File: src/rtl/if_stage.sv
// if_stage: MIPS instruction-fetch stage with single-outstanding imem handshake and IF/ID skid buffer
module if_stage #(
    parameter logic [31:0] RESET_PC = 32'h0000_0000
) (
    input  logic        clk,
    input  logic        rst_n,
    input  logic        stall,
    input  logic        redirect_valid,
    input  logic [31:0] redirect_pc,
    output logic        imem_req,
    output logic [31:0] imem_addr,
    input  logic        imem_gnt,
    input  logic        imem_rvalid,
    input  logic [31:0] imem_rdata,
    output logic        id_valid,
    output logic [31:0] instr,
    output logic [31:0] pc_plus4
);
    typedef enum logic {REQ, WAIT} state_t;
    state_t state, state_n;
    logic [31:0] fetch_pc, fetch_pc_n, req_pc, skid_instr, skid_pc4;
    logic kill, kill_n, skid_valid, granted, resp, deliver;

    assign imem_req  = rst_n && state == REQ && !skid_valid;
    assign imem_addr = fetch_pc;
    assign granted   = imem_req && imem_gnt;
    assign resp      = state == WAIT && imem_rvalid;
    assign deliver   = resp && !kill && !redirect_valid;

    // next state: a redirect marks any request still in flight (or granted now) for discard
    always_comb begin
        state_n    = granted ? WAIT : resp ? REQ : state;
        kill_n     = redirect_valid ? (granted || (state == WAIT && !imem_rvalid)) : resp ? 1'b0 : kill;
        fetch_pc_n = redirect_valid ? (redirect_pc & ~32'd3) : granted ? fetch_pc + 32'd4 : fetch_pc;
    end

    // FSM, kill flag and fetch PC registers
    always_ff @(posedge clk) begin
        if (!rst_n) begin
            state    <= REQ;
            kill     <= 1'b0;
            fetch_pc <= RESET_PC;
        end else begin
            state    <= state_n;
            kill     <= kill_n;
            fetch_pc <= fetch_pc_n;
        end
    end

    // remember the address of the outstanding request to form pc_plus4 on delivery
    always_ff @(posedge clk) begin
        if (granted) req_pc <= fetch_pc;
    end

    // IF/ID register with one-entry skid; no request issues while skid is full, so it never overflows
    always_ff @(posedge clk) begin
        if (!rst_n) begin
            skid_valid <= 1'b0;
            id_valid   <= 1'b0;
            instr      <= 32'h0;
            pc_plus4   <= 32'h0;
        end else if (redirect_valid) begin
            skid_valid <= 1'b0;
            id_valid   <= 1'b0;
            instr      <= 32'h0;
        end else if (stall) begin
            if (deliver) begin
                skid_valid <= 1'b1;
                skid_instr <= imem_rdata;
                skid_pc4   <= req_pc + 32'd4;
            end
        end else begin
            skid_valid <= 1'b0;
            id_valid   <= skid_valid || deliver;
            instr      <= skid_valid ? skid_instr : deliver ? imem_rdata : 32'h0;
            pc_plus4   <= skid_valid ? skid_pc4 : deliver ? req_pc + 32'd4 : pc_plus4;
        end
    end
endmodule

File: config.mk
export PLATFORM = sky130hd
export DESIGN_NAME = if_stage
export DESIGN_NICKNAME = d
export VERILOG_FILES = /design/src/rtl/if_stage.sv
export SDC_FILE = /design/constraint.sdc
export NUM_CORES = 1
export LEC_CHECK = 0
export ABC_AREA = 1
export BUFFER_PORTS_ARGS = -buffer_cell sky130_fd_sc_hd__buf_2
export CAP_MARGIN = 20
export CORE_UTILIZATION = 43
export CTS_CLUSTER_SIZE = 24
export DETAILED_ROUTE_END_ITERATION = 7
export HOLD_SLACK_MARGIN = 0.12
export PLACE_DENSITY = 0.72
export REMOVE_ABC_BUFFERS = 1
export SLEW_MARGIN = 20
export SYNTH_ARGS = -nofsm -noshare
export SYNTH_HDL_FRONTEND = slang
export SYNTH_SLANG_ARGS = --single-unit
File: constraint.sdc
create_clock -name clk -period 7.3 [get_ports clk]
set_input_delay 0 -clock clk [delete_from_list [all_inputs] [get_ports clk]]
set_output_delay 0 -clock clk [all_outputs]
set_load 0.01 [all_outputs]
==> results of run 1 <==
==> repair_timing <==
action / 4_1_cts / 5_1_grt
hold buffers: 71 / 0
gates resized for setup: 0 / 0
setup buffers: 0 / 0
endpoints found under the setup margin: 0 / 0
endpoints found under the hold margin: 97 / 0
==> logic make-up (layout without fill, tap and decap cells) <==
kind of cell | count (synthesis) | after routing
xor+xnor | 27 | 27
fa+ha+maj | 2 | 2
compound gates | 207 | 207
other cells | 1 | 5
simple gates | 475 | 475
flops | 188 | 188
buf+inv | 122 | 342
==> layout by cell type, fill, tap and decap left out, types with 3 or more instances in the layout <==
cell type,instances
a21boi_1,5
a21boi_2,14
a21oi_1,116
a31oi_1,7
and2_1,5
buf_2,161
buf_4,5
clkbuf_16,17
clkinv_1,3
clkinv_4,4
clkinvlp_4,3
conb_1,4
dfxtp_1,95
dlygate4sd3_1,71
edfxtp_1,92
inv_1,66
inv_2,4
nand2_1,276
nand2_2,5
nand2_4,3
nand3_1,71
nand3_2,3
nand3b_1,11
nand4_1,4
nor2_1,74
nor2_2,3
nor2_4,13
nor3_1,3
o21ai_0,59
xnor2_1,9
xor2_1,15
xor2_2,3
==> registers in the layout, summed over array words and instances (netlist names), 30 cells and up <==
register and cells:
skid_instr 32, instr 32, imem_addr 30, req_pc 30, pc_plus4 30, skid_pc4 30
==> routing by layer <==
layer / global-route usage / vias to the layer above
met2: 0.359 / 241
met5: 0 / -
li1: - / 3815
met3: 0.0330 / 59
met1: 0.281 / 3562
met4: 0.108 / 0
==> final cells by class <==
class                   instances  area (um2)
fillers                      1790        8710
clock inverters                14         123
flip-flops and latches        188        4690
multi-input cells             715        3600
inverters                      73         279
diodes                          1        2.50
clock buffers                  18         429
repair buffers                237        1550
well taps                     265         332
==> worst paths after layout <==
check                  from            end  slack [ns]  cells after the start
min          redirect_valid  imem_addr[18]        0.16                      5
max              skid_valid          state        4.34                      7
min reg2reg     pc_plus4[7]    pc_plus4[7]        0.48                      2
max reg2reg      skid_valid          state        4.34                      7
==> worst register-to-register path, stage by stage (launching register included) <==
cell and delay (ns):
dfxtp_2 0.32, inv_2 0.38, buf_4 0.50, nand4_4 0.29, nand3_1 0.13, dlygate4sd3_1 0.57, a21oi_1 0.08, dlygate4sd3_1 0.58
==> report_power, final <==
part	switching, mW	internal [mW]
registers	0.0329	1.14
clock network	0.401	0.470
logic	0.106	0.0821
==> stage by stage <==
stage	hold slack, ns	cell area [um2]	worst slack, ns	cells
finish	0.164	11000	4.34	1511
global placement	0.191	9740	4.50	1407
CTS	0.146	11000	4.38	1510
global route	0.172	11000	4.23	1511
floorplan	0.0989	8560	1.40	976
detailed placement	0.194	9740	4.51	1407
==> key figures, run 1 <==
Logic synthesis
  • Flops & latches, synth: 188
  • Synth area leader: edfxtp_1
  • Cells after Synth: 1022
  • Largest family of logic cells by synthesized area: simple AND/OR/NAND/NOR gates
  • Synthesized area per cell: 8.60 um2
  • Count leader, synth: nand2_1
  • Mux contribution to synthesized area: 0
  • Synth Flop Type: dfxtp_1
  • Synth Area in Compound Gates: 0.133
  • Ys Warns: 0
  • Yosys top cell area share: 0.314
  • Seq/Total Area, Yosys: 0.533
  • Post-synth EDFFs: 92
  • Syn Std Cell Area: 0.00879 mm2
  • Ranking of synthesized cells by area: edfxtp_1 31%, dfxtp_1 22%, nand2_1 12%
  • Synth Area in Adders: 0.00285
  • Yosys cell types: 40
  • Async S/R FF share, synth: 0
  • Synth top cells by count: 276 x nand2_1, 116 x a21oi_1, 96 x dfxtp_1, 92 x edfxtp_1, 75 x nor2_1
  • Post-synthesis xor/xnor area fraction: 0.0295
  • Post-synthesis simple-gate area fraction: 0.242

Global routing
  • Initial antenna violation count: 1
  • Vias in the first global route: 7424
  • Tot GR Track Use: 0.219
  • Largest net degree at the start of global routing: 65
  • Total grt overflow: 0
  • First-pass GRT wire length: 37000 um

Timing
  • Fmax: 338 MHz
  • Post-layout minimum cycle time: 2.96 ns
  • Period utilization: 0.405
  • Worst slew margin: 0.261
  • Worst Tran Pin Value: 1.11 ns
  • Hold Fails Final Rpt: 0
  • Fin. max-slew vios: 0
  • Final setup fails: 0
  • Clk_skew: 0.00986 ns
  • Post-Route Setup TNS: 0 ns
  • RSZ-0062 raised after global routing: false

Finish
  • Post-layout util: 0.558
  • Layout cells sized above 1: 0.202
  • Layout Nets: 1304
  • Area grow syn2layout: 25.2%

Routing
  • DR vias: 7677
  • Per-cell routed wire length: 15.0 um
  • Met1 wire length: 10000 um
  • Post-DRT Antenna Nets: 0
  • # DRC: 0
  • WL met2: 10900 um
  • DRT Wirelength: 22700 um
  • TritonRoute pass-1 iters: 5
  • Top sig layer: met4
  • DR iter-0 viols: 433
  • Routed wl met3: 1020 um
  • Vias per cell: 5.08

CTS
  • CTS tree: done
  • Clock Path Buffers: 2
  • CTS Sinks: 188
  • CTS root buf: clkbuf_16
  • Worst-path clk slew: 0.07 ns
  • CTS buffer count: 17
  • H-tree levels: 4
  • Clk_lat worst skew: 0.43 ns

Setup path
  • Worst path top cell family by delay: buffers and inverters
  • Crit-path max cell delay: 0.58 ns
  • Startpoint types: flop
  • Critical path's most frequent cell: dlygate4sd3_1
  • Critical path arrival: 3.27 ns
  • Worst path slowest cell: dlygate4sd3_1
  • Required @ worst endpoint: 7.61 ns
  • Worst Path Buf+Inv: 4
  • CP endpoint kind: flop
  • Critical path, cell by cell: inv_2 > buf_4 > nand4_4 > nand3_1 > dlygate4sd3_1 > a21oi_1 > dlygate4sd3_1
  • WS Path Type: flop to flop
  • Critical path fanouts, max: 39

Power
  • Total power: 2.23 mW
  • LEAKAGE: 4.63 nW
  • Power Density: 202 mW/mm2
  • Peak VDD IR: 159 uV

Placement
  • Port Buf Inserts: 161
  • RePlAce Congestion: 0.879
  • Post-DP HPWL: 14600 um

Floorplanning
  • Die X: 145 um
  • Core ar.: 0.0197 mm2
  • Starting density of the core: 0.446
  • Die height: 145 um
  • Die ar.: 0.0210 mm2
  • Site Rows: 51
  • Ports: 168

Worst hold path
  • Hold crit path type: input pin to flop

Job
  • Max Cap Viol: 0

Status
  • Outcome: finished, final reports clean
No activity file was read; power rests on OpenSTA's default activity.
==> run 2, diff against run 1 <==
- clock period: 7.3 -> 2.89 ns (I/O delays scaled with it)
==> key figures, run 2 (synthesis gave the netlist of run 1 again) <==
Status
  • Outcome: finished, final reports clean

Floorplanning
  • Ports: 168
  • Die height: 145 um
  • Die ar.: 0.0210 mm2
  • Starting density of the core: 0.446
  • Site Rows: 51
  • Die X: 145 um
  • Core ar.: 0.0197 mm2

Finish
  • Non-Filler Instances: 1519
  • Fillers: 1734
  • Area grow syn2layout: 26.3%
  • Most common cell after layout, fill and taps aside: nand2_1
  • Layout cells sized above 1: 0.205
  • Top Registers: instr (32), skid_instr (32)
  • Layout Nets: 1312
  • Most frequent cells in the layout: 276 x nand2_1, 161 x buf_2, 116 x a21oi_1

Routing
  • # DRC: 0
  • Post-DRT Antenna Nets: 0
  • Vias per cell: 5.05
  • DR iter-0 viols: 531
  • TritonRoute pass-1 iters: 5
  • DRT Wirelength: 22800 um
  • Per-cell routed wire length: 15.0 um
  • DR vias: 7671
  • WL met2: 11000 um
  • Met1 wire length: 10200 um
  • Top sig layer: met4
  • Routed wl met3: 1040 um

Power
  • Peak VDD IR: 401 uV
  • Sequential power share: 0.512
  • Clk pwr share: 0.404
  • Comb power frac: 0.083
  • Power Density: 519 mW/mm2
  • Sw frac: 0.230
  • Int Pwr: 4.44 mW
  • Psw: 1.32 mW
  • LEAKAGE: 4.70 nW

Placement
  • Placed Cells: 1415
  • Place WS: 0.870 ns
  • Port Buf Inserts: 161
  • Post-DP HPWL: 15100 um
  • RePlAce Congestion: 0.874

Timing
  • Final setup fails: 0
  • Fin. max-slew vios: 0
  • Worst Tran Pin Value: 0.762 ns
  • Clk_skew: 0.00865 ns
  • Fmax: 516 MHz
  • Period utilization: 0.671
  • RSZ-0062 raised after global routing: false
  • Hold Fails Final Rpt: 0
  • Worst slew margin: 0.492
  • Setup WS post-layout: 0.952 ns
  • Post-layout minimum cycle time: 1.94 ns

CTS
  • Worst-path clk slew: 0.07 ns
  • Clk_lat worst skew: 0.42 ns
  • Clock Path Buffers: 2
  • Setup bufs post-CTS: 0
  • CTS root buf: clkbuf_16
  • H-tree levels: 4
  • CTS Hold Bufs: 71
  • CTS tree: done
  • CTS resizes: 0
  • CTS buffer count: 17
  • CTS Sinks: 188

Setup path
  • Startpoint types: flop
  • R2R Setup Slk: 0.95 ns
  • CP endpoint kind: flop
  • Required @ worst endpoint: 3.18 ns
  • WS Path Type: flop to flop
  • Critical path fanouts, max: 15
  • Critical path arrival: 2.23 ns

Global routing
  • Largest net degree at the start of global routing: 65
  • Vias in the first global route: 7594
  • Total grt overflow: 0
  • First-pass GRT wire length: 37900 um
  • Tot GR Track Use: 0.222
  • Initial antenna violation count: 1

Job
  • Max Cap Viol: 0

Worst hold path
  • Hold crit path type: input pin to flop
==> run 2: worst paths after layout <==
kind | to | cells past startpoint | startpoint
max | imem_addr[11] | 8 | state
min reg2reg | id_valid | 2 | id_valid
max reg2reg | imem_addr[11] | 8 | state
min | imem_addr[7] | 3 | redirect_valid
==> run 2: per-stage QoR <==
stage               area, um2  setup TNS, ns  hold WS, ns   util  power, mW
floorplan                8560        -198.67       0.0989      -       3.20
global placement         9800              0        0.192  0.497       3.40
detailed placement       9800              0        0.193  0.497       3.41
CTS                     11100              0        0.127  0.563       5.80
global route            11100              0        0.170  0.563       5.98
finish                  11100              0        0.157  0.563       5.76
==> run 2: layer usage <==
layer	up-vias	GRT usage
li1	3832	-
met1	3588	0.286
met2	209	0.370
met3	42	0.0396
met4	0	0.0851
met5	-	0
==> run 2: power by group through the flow <==
stage / Sequential [mW] / Clock (mW) / Combinational [mW]
finish: 2.95 / 2.33 / 0.481
global route: 2.96 / 2.49 / 0.533
CTS: 2.95 / 2.37 / 0.480
detailed placement: 3.01 / 0 / 0.401
global placement: 3.01 / 0 / 0.393
floorplan: 3.01 / 0 / 0.193
==> run 2: layout make-up <==
type	instances	area, um2	area share
Tap cell	265	332	0.0299
Antenna cell	1	2.50	0.000225
Timing Repair Buffer	245	1610	0.145
Inverter	73	279	0.0251
Clock buffer	20	437	0.0393
Clock inverter	12	149	0.0134
Multi-Input combinational cell	715	3600	0.325
Sequential cell	188	4690	0.422
==> run 2: critical path, cell delays in order (launching register included) <==
cell	delay, ns
dfxtp_1	0.34
inv_1	0.10
nand4_4	0.20
nand2_1	0.49
inv_1	0.39
nand2_1	0.14
nand2_1	0.05
inv_1	0.05
a21oi_1	0.06
==> run 3, diff against run 2 <==
- clock period: 2.89 -> 1.8 ns (I/O delays scaled with it)
==> key figures, run 3 (synthesis gave the netlist of run 1 again) <==
Floorplanning
  • Ports: 168
  • Starting density of the core: 0.446
  • Die X: 145 um
  • Site Rows: 51
  • Die height: 145 um
  • Core ar.: 0.0197 mm2
  • Die ar.: 0.0210 mm2

Worst hold path
  • Worst hold endpoint: skid_instr[11]
  • Worst hold stages: 2
  • Hold crit path type: input pin to flop
  • Hold Path Origin: imem_rdata[11]

Setup path
  • Worst path slowest cell: edfxtp_1
  • Worst reg-to-reg path cell count: 7
  • Critical path, cell by cell: ha_1 > nand3_2 > inv_2 > nand2_4 > nor2_4 > nand3_1 > and2_1
  • Crit-path max cell delay: 0.42 ns
  • Critical path fanouts, max: 5
  • RR Startpoint: req_pc[2]
  • R2r endpoint: skid_pc4[22]
  • Critical path arrival: 1.84 ns
  • CP endpoint kind: flop
  • R2R Setup Slk: 0.13 ns
  • Required @ worst endpoint: 1.98 ns
  • Startpoint types: flop
  • WS Path Type: flop to flop

Global routing
  • Vias in the first global route: 7467
  • First-pass GRT wire length: 37300 um
  • Largest net degree at the start of global routing: 65
  • Initial antenna violation count: 1
  • Total grt overflow: 0
  • Tot GR Track Use: 0.220

CTS
  • Worst-path clk slew: 0.07 ns
  • H-tree levels: 4
  • CTS tree: done
  • Clk_lat worst skew: 0.43 ns
  • Setup bufs post-CTS: 0
  • Clock Path Buffers: 2
  • CTS buffer count: 17
  • CTS root buf: clkbuf_16
  • CTS Sinks: 188

Timing
  • Hold Fails Final Rpt: 0
  • Post-layout minimum cycle time: 1.67 ns
  • Post-Route Setup TNS: 0 ns
  • Clk_skew: 0.0146 ns
  • Fmax: 600 MHz
  • Final setup fails: 0
  • Min Hold Slack: 0.291 ns
  • Period utilization: 0.926
  • Setup WS post-layout: 0.134 ns
  • Fin. max-slew vios: 0

Finish
  • Most frequent cells in the layout: 276 x nand2_1, 161 x buf_2, 116 x a21oi_1
  • Post-layout util: 0.566
  • Final instance area: 0.0112 mm2
  • Layout cells sized above 1: 0.213
  • Top Registers: instr (32), skid_instr (32)
  • Most common cell after layout, fill and taps aside: nand2_1
  • Area grow syn2layout: 27.0%
  • Layout Nets: 1316
  • Non-Filler Instances: 1523

Placement
  • Post-DP Area: 0.00991 mm2
  • Placed Cells: 1423
  • Port Buf Inserts: 161
  • Place WS: 0.152 ns
  • RePlAce Congestion: 0.900
  • Post-DP HPWL: 15200 um

Routing
  • DRT Wirelength: 22800 um
  • TritonRoute pass-1 iters: 5
  • # DRC: 0
  • DR vias: 7762
  • DR iter-0 viols: 505
  • Per-cell routed wire length: 15.0 um
  • Post-DRT Antenna Nets: 0
  • Vias per cell: 5.10

Power
  • Sequential power share: 0.513
  • Int Pwr: 7.02 mW
  • Peak VDD IR: 637 uV
  • Total power: 9.22 mW
  • Comb power frac: 0.086
  • LEAKAGE: 4.74 nW
  • Power Density: 826 mW/mm2
  • Psw: 2.20 mW
  • Clk pwr share: 0.401
  • Sw frac: 0.239

Job
  • Max Cap Viol: 0

Status
  • Outcome: finished, final reports clean
## run 3: changes by cell type in the layout (fill, tap and decap cells not counted), sizes merged
cell and change:
inv +3, dlygate4sd3 -4, buf +8, clkinv -2, bufinv -1
## run 3: per-layer routing
metal	track usage	vias up	share of wire
met2	0.359	278	0.48
met5	0	-	0
met1	0.285	3596	0.44
met4	0.0947	0	0.026
li1	-	3837	-
met3	0.0399	51	0.053
## run 3: cell type report
class	count	area (um2)
diodes	1	2.50
multi-input cells	715	3600
flip-flops and latches	188	4690
clock inverters	12	138
well taps	265	332
fillers	1711	8560
repair buffers	249	1680
inverters	73	279
clock buffers	20	437
## run 3: what timing repair did
| action | in CTS | in global routing |
|---|---|---|
| hold endpoints to repair | 97 | 0 |
| resized for setup | 0 | 1 |
| endpoints found under the setup margin | 0 | 5 |
| hold buffers | 67 | 0 |
## run 3: power groups by stage
stage          clock network [mW]  registers (mW)  logic, mW
3_5_place_dp                    0            4.82      0.672
5_1_grt                      3.94            4.74      0.875
2_1_floorplan                   0            4.83      0.310
4_1_cts                      3.76            4.73      0.792
3_3_place_gp                    0            4.82      0.662
6_report                     3.70            4.73      0.793
## run 3: worst max-delay path, delay by kind of cell, from the launching register on
kind | cells | cell delay (ns)
AND/OR/NAND/NOR | 5 | 0.66
buffers and inverters | 1 | 0.10
adder cells (fa/ha/maj) | 1 | 0.23
flip-flops | 1 | 0.42
## run 3: worst max path at each step
| stage | endpoint | cells after the start | slack, ns | startpoint |
|---|---|---|---|---|
| 6_report | skid_pc4[22] | 7 | 0.13 | req_pc[2] |
| 4_1_cts | skid_pc4[22] | 7 | 0.13 | req_pc[2] |
| 5_1_grt | imem_addr[30] | 10 | -0.0006 | imem_addr[2] |
| 3_5_place_dp | skid_pc4[22] | 7 | 0.15 | req_pc[2] |
| 2_1_floorplan | skid_instr[0] | 4 | -4.10 | rst_n |
| 3_3_place_gp | skid_pc4[22] | 7 | 0.18 | req_pc[2] |
